**src/rtl/rs_encoder_pkg.sv**
```systemverilog
// Shared Reed-Solomon encoder constants and types, plus helpers for the
// multi-source block arbiter that feeds a single encoder.
package rs_encoder_pkg;

    localparam int unsigned RS_K            = 223;
    localparam int unsigned RS_PARITY_BYTES = 32;
    localparam int unsigned RS_N            = RS_K + RS_PARITY_BYTES;

    typedef logic [7:0] rs_byte_t;

    typedef enum logic {
        ArbIdle,
        ArbBusy
    } arb_state_e;

    // Source id width: max(1, $clog2(n)).
    function automatic int unsigned rs_src_id_w(input int unsigned n);
        return (n <= 2) ? 1 : $clog2(n);
    endfunction

endpackage

```
**src/rtl/rs_tag_fifo.sv**
```systemverilog
// Small show-ahead synchronous FIFO holding the source id of each granted
// block until its codeword leaves the encoder.
module rs_tag_fifo #(
    parameter int unsigned WIDTH = 1,
    parameter int unsigned DEPTH = 4
) (
    input  logic             clk,
    input  logic             rst,
    input  logic             push,
    input  logic [WIDTH-1:0] push_data,
    input  logic             pop,
    output logic             full,
    output logic             empty,
    output logic [WIDTH-1:0] head
);

    localparam int unsigned AW = $clog2(DEPTH);

    logic [AW:0]      wptr;
    logic [AW:0]      rptr;
    logic [WIDTH-1:0] mem [DEPTH];
    logic             do_push;
    logic             do_pop;

    // Pointer MSB acts as a lap bit so full and empty are distinguishable.
    assign empty   = (wptr == rptr);
    assign full    = (wptr[AW] != rptr[AW]) && (wptr[AW-1:0] == rptr[AW-1:0]);
    assign do_push = push && !full;
    assign do_pop  = pop && !empty;
    assign head    = empty ? '0 : mem[rptr[AW-1:0]];

    always_ff @(posedge clk) begin
        if (rst) begin
            wptr <= '0;
            rptr <= '0;
        end else begin
            if (do_push) wptr <= wptr + 1'b1;
            if (do_pop)  rptr <= rptr + 1'b1;
        end
    end

    always_ff @(posedge clk) begin
        if (do_push) mem[wptr[AW-1:0]] <= push_data;
    end

endmodule

```
**src/rtl/rs_block_arbiter.sv**
```systemverilog
// Round-robin arbiter granting the shared RS encoder input to one source per
// RS_K-byte block, with a tag FIFO tracking which source owns each codeword.
module rs_block_arbiter
    import rs_encoder_pkg::*;
#(
    parameter int unsigned N_SRC     = 2,
    parameter int unsigned TAG_DEPTH = 4,
    localparam int unsigned SRC_ID_W = rs_src_id_w(N_SRC)
) (
    input  logic                 clk,
    input  logic                 rst,
    input  logic [N_SRC-1:0]     src_valid,
    output logic [N_SRC-1:0]     src_ready,
    input  logic [N_SRC*8-1:0]   src_data,
    output logic                 enc_valid,
    input  logic                 enc_ready,
    output rs_byte_t             enc_data,
    output logic                 enc_last,
    input  logic                 cw_valid,
    input  logic                 cw_ready,
    input  logic                 cw_last,
    output logic [SRC_ID_W-1:0]  cw_src_id,
    output logic                 cw_tag_valid,
    output logic                 tag_underflow
);

    localparam int unsigned          CNT_W    = $clog2(RS_K);
    localparam logic [CNT_W-1:0]    LAST_CNT = CNT_W'(RS_K - 1);
    localparam logic [SRC_ID_W-1:0] LAST_ID  = SRC_ID_W'(N_SRC - 1);

    arb_state_e          state;
    logic [CNT_W-1:0]    byte_cnt;
    logic [SRC_ID_W-1:0] gnt;
    logic [SRC_ID_W-1:0] last_gnt;
    logic [SRC_ID_W-1:0] winner;
    logic [SRC_ID_W-1:0] head;
    logic                any_req;
    logic                fifo_full;
    logic                fifo_empty;
    logic                tag_push;
    logic                tag_pop;
    logic                underflow_q;
    logic                busy;
    logic                gnt_valid;
    logic                hs;
    rs_byte_t            gnt_data;
    int                  cand;

    // Scan from farthest to nearest so the nearest requester after last_gnt wins.
    always_comb begin
        winner  = '0;
        any_req = 1'b0;
        cand    = 0;
        for (int i = int'(N_SRC); i >= 1; i--) begin
            cand = int'(last_gnt) + i;
            if (cand >= int'(N_SRC)) cand = cand - int'(N_SRC);
            if (src_valid[SRC_ID_W'(cand)]) begin
                winner  = SRC_ID_W'(cand);
                any_req = 1'b1;
            end
        end
    end

    always_comb begin
        gnt_valid = 1'b0;
        gnt_data  = '0;
        for (int i = 0; i < int'(N_SRC); i++) begin
            if (gnt == SRC_ID_W'(i)) begin
                gnt_valid = src_valid[i];
                gnt_data  = src_data[8*i +: 8];
            end
        end
    end

    // Everything is forced low while rst is held, independent of register state.
    always_comb begin
        busy      = (state == ArbBusy) && !rst;
        enc_valid = busy && gnt_valid;
        enc_data  = busy ? gnt_data : '0;
        enc_last  = busy && (byte_cnt == LAST_CNT);
        hs        = enc_valid && enc_ready;
        for (int i = 0; i < int'(N_SRC); i++) begin
            src_ready[i] = busy && (gnt == SRC_ID_W'(i)) && enc_ready;
        end
        tag_push      = (state == ArbIdle) && any_req && !fifo_full && !rst;
        tag_pop       = cw_valid && cw_ready && cw_last && !rst;
        cw_src_id     = rst ? '0 : head;
        cw_tag_valid  = !rst && !fifo_empty;
        tag_underflow = !rst && underflow_q;
    end

    always_ff @(posedge clk) begin
        if (rst) begin
            state       <= ArbIdle;
            byte_cnt    <= '0;
            gnt         <= '0;
            last_gnt    <= LAST_ID;
            underflow_q <= 1'b0;
        end else begin
            if (tag_pop && fifo_empty) underflow_q <= 1'b1;
            unique case (state)
                ArbIdle: begin
                    if (tag_push) begin
                        gnt   <= winner;
                        state <= ArbBusy;
                    end
                end
                ArbBusy: begin
                    if (hs) begin
                        if (enc_last) begin
                            byte_cnt <= '0;
                            last_gnt <= gnt;
                            state    <= ArbIdle;
                        end else begin
                            byte_cnt <= byte_cnt + 1'b1;
                        end
                    end
                end
                default: state <= ArbIdle;
            endcase
        end
    end

    rs_tag_fifo #(
        .WIDTH (SRC_ID_W),
        .DEPTH (TAG_DEPTH)
    ) u_tag_fifo (
        .clk       (clk),
        .rst       (rst),
        .push      (tag_push),
        .push_data (winner),
        .pop       (tag_pop),
        .full      (fifo_full),
        .empty     (fifo_empty),
        .head      (head)
    );

endmodule

```
**config.mk**
```make
export PLATFORM = sky130hd
export DESIGN_NAME = rs_block_arbiter
export DESIGN_NICKNAME = d
export VERILOG_FILES = /design/src/rtl/rs_encoder_pkg.sv /design/src/rtl/rs_tag_fifo.sv /design/src/rtl/rs_block_arbiter.sv
export SDC_FILE = /design/constraint.sdc
export NUM_CORES = 1
export LEC_CHECK = 0
export ABC_CLOCK_PERIOD_IN_PS = 2400
export CAP_MARGIN = 20
export CORE_MARGIN = 2
export CORE_UTILIZATION = 41
export DETAILED_ROUTE_END_ITERATION = 10
export GPL_TIMING_DRIVEN = 0
export PLACE_DENSITY = 0.75
export SYNTH_ARGS = -nofsm -noshare
export SYNTH_HDL_FRONTEND = slang
export SYNTH_SLANG_ARGS = --single-unit
```
**constraint.sdc**
```tcl
create_clock -name clk -period 2.4 [get_ports clk]
set_input_delay 0.48 -clock clk [delete_from_list [all_inputs] [get_ports clk]]
set_output_delay 0.48 -clock clk [all_outputs]
set_load 0.005 [all_outputs]
```
==> results.sh <==
export IMPL_status="finished, final reports clean"
export IMPL_fin_area_um2=1880
export IMPL_slowest_stage="clkdlybuf4s50_1"
export IMPL_async_flop_share=0
export IMPL_path_common_cell="clkbuf_4"
export IMPL_synth_top_family_by_area="simple AND/OR/NAND/NOR gates"
export IMPL_synth_xor_area_frac=0.0389
export IMPL_met2_length_um=1630
export IMPL_die_area_um2=3770
export IMPL_drtAntennaViolNets=0
export IMPL_grt_pass1_wl_um=5160
export IMPL_dp_hpwl_um=2500
export IMPL_clk_pin_slew_worst_paths_ps=130
export IMPL_synth_seq_cells=24
export IMPL_arrival_ps=1850
export IMPL_areaGrowthSynthToFinish_pct=39.3
export IMPL_setup_violations_final=0
export IMPL_pwr_share_seq=0.498
export IMPL_htreeDepth=1
export IMPL_syn_area_um2=1350
export IMPL_grt_max_degree=15
export IMPL_fin_crit_sh=0.971
export IMPL_final_setup_skew_ps=1.02
export IMPL_internal_power_uw=665
export IMPL_netlist_cell_type_count=37
export IMPL_pwr_share_clk=0.348
export IMPL_rr_worst_depth=3
export IMPL_cp_num_buf_inv=4
export IMPL_num_antenna_cells=0
export IMPL_clock_latency_ps=330
export IMPL_row_count=20
export IMPL_drv_cap=0
export IMPL_min_delay_start="byte_cnt[6]"
export IMPL_wl_um=3210
export IMPL_die_w_um=61.4
export IMPL_power_frac_comb=0.154
export IMPL_root_buffer="clkbuf_4"
export IMPL_synth_area_leaders="dfxtp_1 30%, edfxtp_1 8.9%, mux2i_1 8.1%, ha_1 6.5%, nor2_1 5.6%"
export IMPL_placed_area_um2=1790
export IMPL_track_usage=0.189
export IMPL_p_switching_uw=193
export IMPL_grt_pass1_vias=1232
export IMPL_power_density_nw_per_um2=456
export IMPL_dr_max_layer_used="met4"
export IMPL_rsz0062_at_grt="no"
export IMPL_portBuffers=38
export IMPL_start_util=0.435
export IMPL_slew_headroom=0.695
export IMPL_synth_fa_ha_area_frac=0.0648
export IMPL_m1WireLength_um=1320
export IMPL_crit_fanout=10
export IMPL_cts_max_path_buffers=2
export IMPL_crit_path_start_kind="primary input"
export IMPL_cts_tree="yes"
export IMPL_num_vias=1259
export IMPL_swShare=0.225
export IMPL_max_freq_ghz=0.429
export IMPL_wl_per_cell_um=13.5
export IMPL_setup_worst_path_end_class="output port"
export IMPL_synth_avg_cell_area_um2=8.95
export IMPL_crit_type="primary input to output port"
export IMPL_nets=225
export IMPL_die_y_um=61.4
export IMPL_rrSetupSlack_ps=780
export IMPL_antenna_found_initial=0
export IMPL_synthSimpleGateAreaFrac=0.288
export IMPL_wl_met3_um=187
export IMPL_slowest_delay_ps=500
export IMPL_first_pass_iters=4
export IMPL_synth_compound_area_frac=0.0991
export IMPL_ioPinCount=39
export IMPL_yosysWarnings=0
export IMPL_seq_area_frac_synth=0.385
export IMPL_p_leak_nw=0.663
export IMPL_drive_gt1_frac=0.114
export IMPL_synth_area_leader_cell="dfxtp_1"
export IMPL_crit_family="buffers and inverters"
export IMPL_drtIter0Drc=46
export IMPL_vias_per_cell=5.31
export IMPL_overflow=0
export IMPL_synth_top_area_frac=0.296
export IMPL_worst_slew_pin_slew_ps=456
export IMPL_synth_ff_type="dfxtp_1"
export IMPL_drv_slew=0
export IMPL_hp_class="flop to flop"
export IMPL_crit_chain="dlygate4sd2_1, clkbuf_4, clkbuf_4, nor2_1, clkdlybuf4s50_1"
export IMPL_reg2reg_from="state"
export IMPL_reg2reg_to="u_tag_fifo.mem[1]"
export IMPL_cts_buffers=3
export IMPL_required_ps=1920
export IMPL_holdPathEnd="byte_cnt[6]"
export IMPL_synth_cells=151
export IMPL_synth_edff_count=4
export IMPL_period_minus_slack_ps=2330
export IMPL_postLayoutCoreUtil=0.606
export IMPL_peakVddDrop_mv=0.236
export IMPL_numClockSinks=24
export IMPL_synthMuxAreaShare=0.0981
export IMPL_gp_congestion=0.816
export IMPL_holdPathStages=2
export IMPL_hold_viol_final=0
export IMPL_syn_nets=182
export IMPL_drc=0
export IMPL_coreArea_um2=3100
export IMPL_synth_common_cells="20 x dfxtp_1, 20 x nor2_1, 12 x nand2_1"
==> metal layers <==
| metal | GRT usage | vias up |
|---|---|---|
| li1 | - | 621 |
| met1 | 0.218 | 585 |
| met2 | 0.340 | 48 |
| met3 | 0.0357 | 5 |
| met4 | 0.0821 | 0 |
| met5 | 0 | - |
==> layout by cell type (no fill, tap or decap), drive strengths merged, types with 4 or more instances in the layout <==
cell / n
a21oi: 6
a31oi: 7
and2: 4
clkbuf: 6
clkdlybuf4s50: 37
dfxtp: 20
edfxtp: 4
ha: 7
inv: 4
mux2i: 11
nand2: 12
nand3: 9
nand3b: 6
nor2: 20
nor2b: 4
or3: 5
xnor2: 5
==> per-stage QoR <==
stage                     TNS (ps)  setup slack (ps)  instances  power, mW  hold WS, ps
after floorplan                  0               765        151      0.488          464
after global placement       -2140              -572        233      0.560          478
after detailed placement     -2560              -602        233      0.565          493
after CTS                        0              8.64        238      0.857          510
after global routing             0              9.48        237      0.889          532
final                            0              69.3        237      0.858          508
==> area by class of cell <==
cell class | count | area (um^2)
plain buffers | 4 | 27.5
clock buffers | 3 | 22.5
clock inverters | 1 | 30.0
fillers | 278 | 1220
inverters | 4 | 15.0
multi-input cells | 118 | 821
flip-flops and latches | 24 | 524
well taps | 44 | 55.1
repair buffers | 39 | 387
==> worst max path at each step <==
stage	from	to	slack, ps	cells past startpoint
floorplan	rst	u_tag_fifo.mem[0]	770	3
global placement	rst	cw_tag_valid	-570	5
detailed placement	rst	cw_tag_valid	-600	5
CTS	u_tag_fifo.wptr[1]	cw_src_id	9	5
global route	rst	cw_tag_valid	9	5
finish	rst	cw_tag_valid	70	5
==> worst register-to-register path, delay by kind of cell (launching register included) <==
kind / cells / cell delay, ps
flops: 1 / 370
compound gates: 1 / 400
simple gates: 2 / 580
==> sequential cells by signal, summed over array words and instances (netlist names), named ones only <==
signal and flops:
last_gnt 1, u_tag_fifo.rptr 3, u_tag_fifo.wptr 3, u_tag_fifo.mem 4
byte_cnt 8, state 1, gnt 1, underflow_q 1
==> repair_timing <==
| item | in CTS | in global routing |
|---|---|---|
| gates resized for setup | 7 | 8 |
| setup buffers | 1 | 0 |
| endpoints found under the setup margin | 13 | 4 |
| hold buffers | 0 | 0 |
| pin swaps | 1 | 0 |
==> power groups by stage <==
stage | clock network [mW] | logic (mW) | registers, mW
global placement | 0 | 0.126 | 0.434
CTS | 0.298 | 0.133 | 0.427
finish | 0.299 | 0.132 | 0.427
floorplan | 0 | 0.0562 | 0.432
global route | 0.315 | 0.145 | 0.429
detailed placement | 0 | 0.130 | 0.435
==> logic make-up (layout without fill, tap and decap cells) <==
| group | count (synthesis) | after routing |
|---|---|---|
| flip-flops | 24 | 24 |
| XOR/XNOR | 6 | 6 |
| AO/OA/AOI/OAI | 20 | 20 |
| AND/OR/NAND/NOR | 73 | 73 |
| multiplexers | 12 | 12 |
| adder cells (fa/ha/maj) | 7 | 7 |
| buffers and inverters | 9 | 51 |
Note: power is estimated with default switching activity, not from simulation.
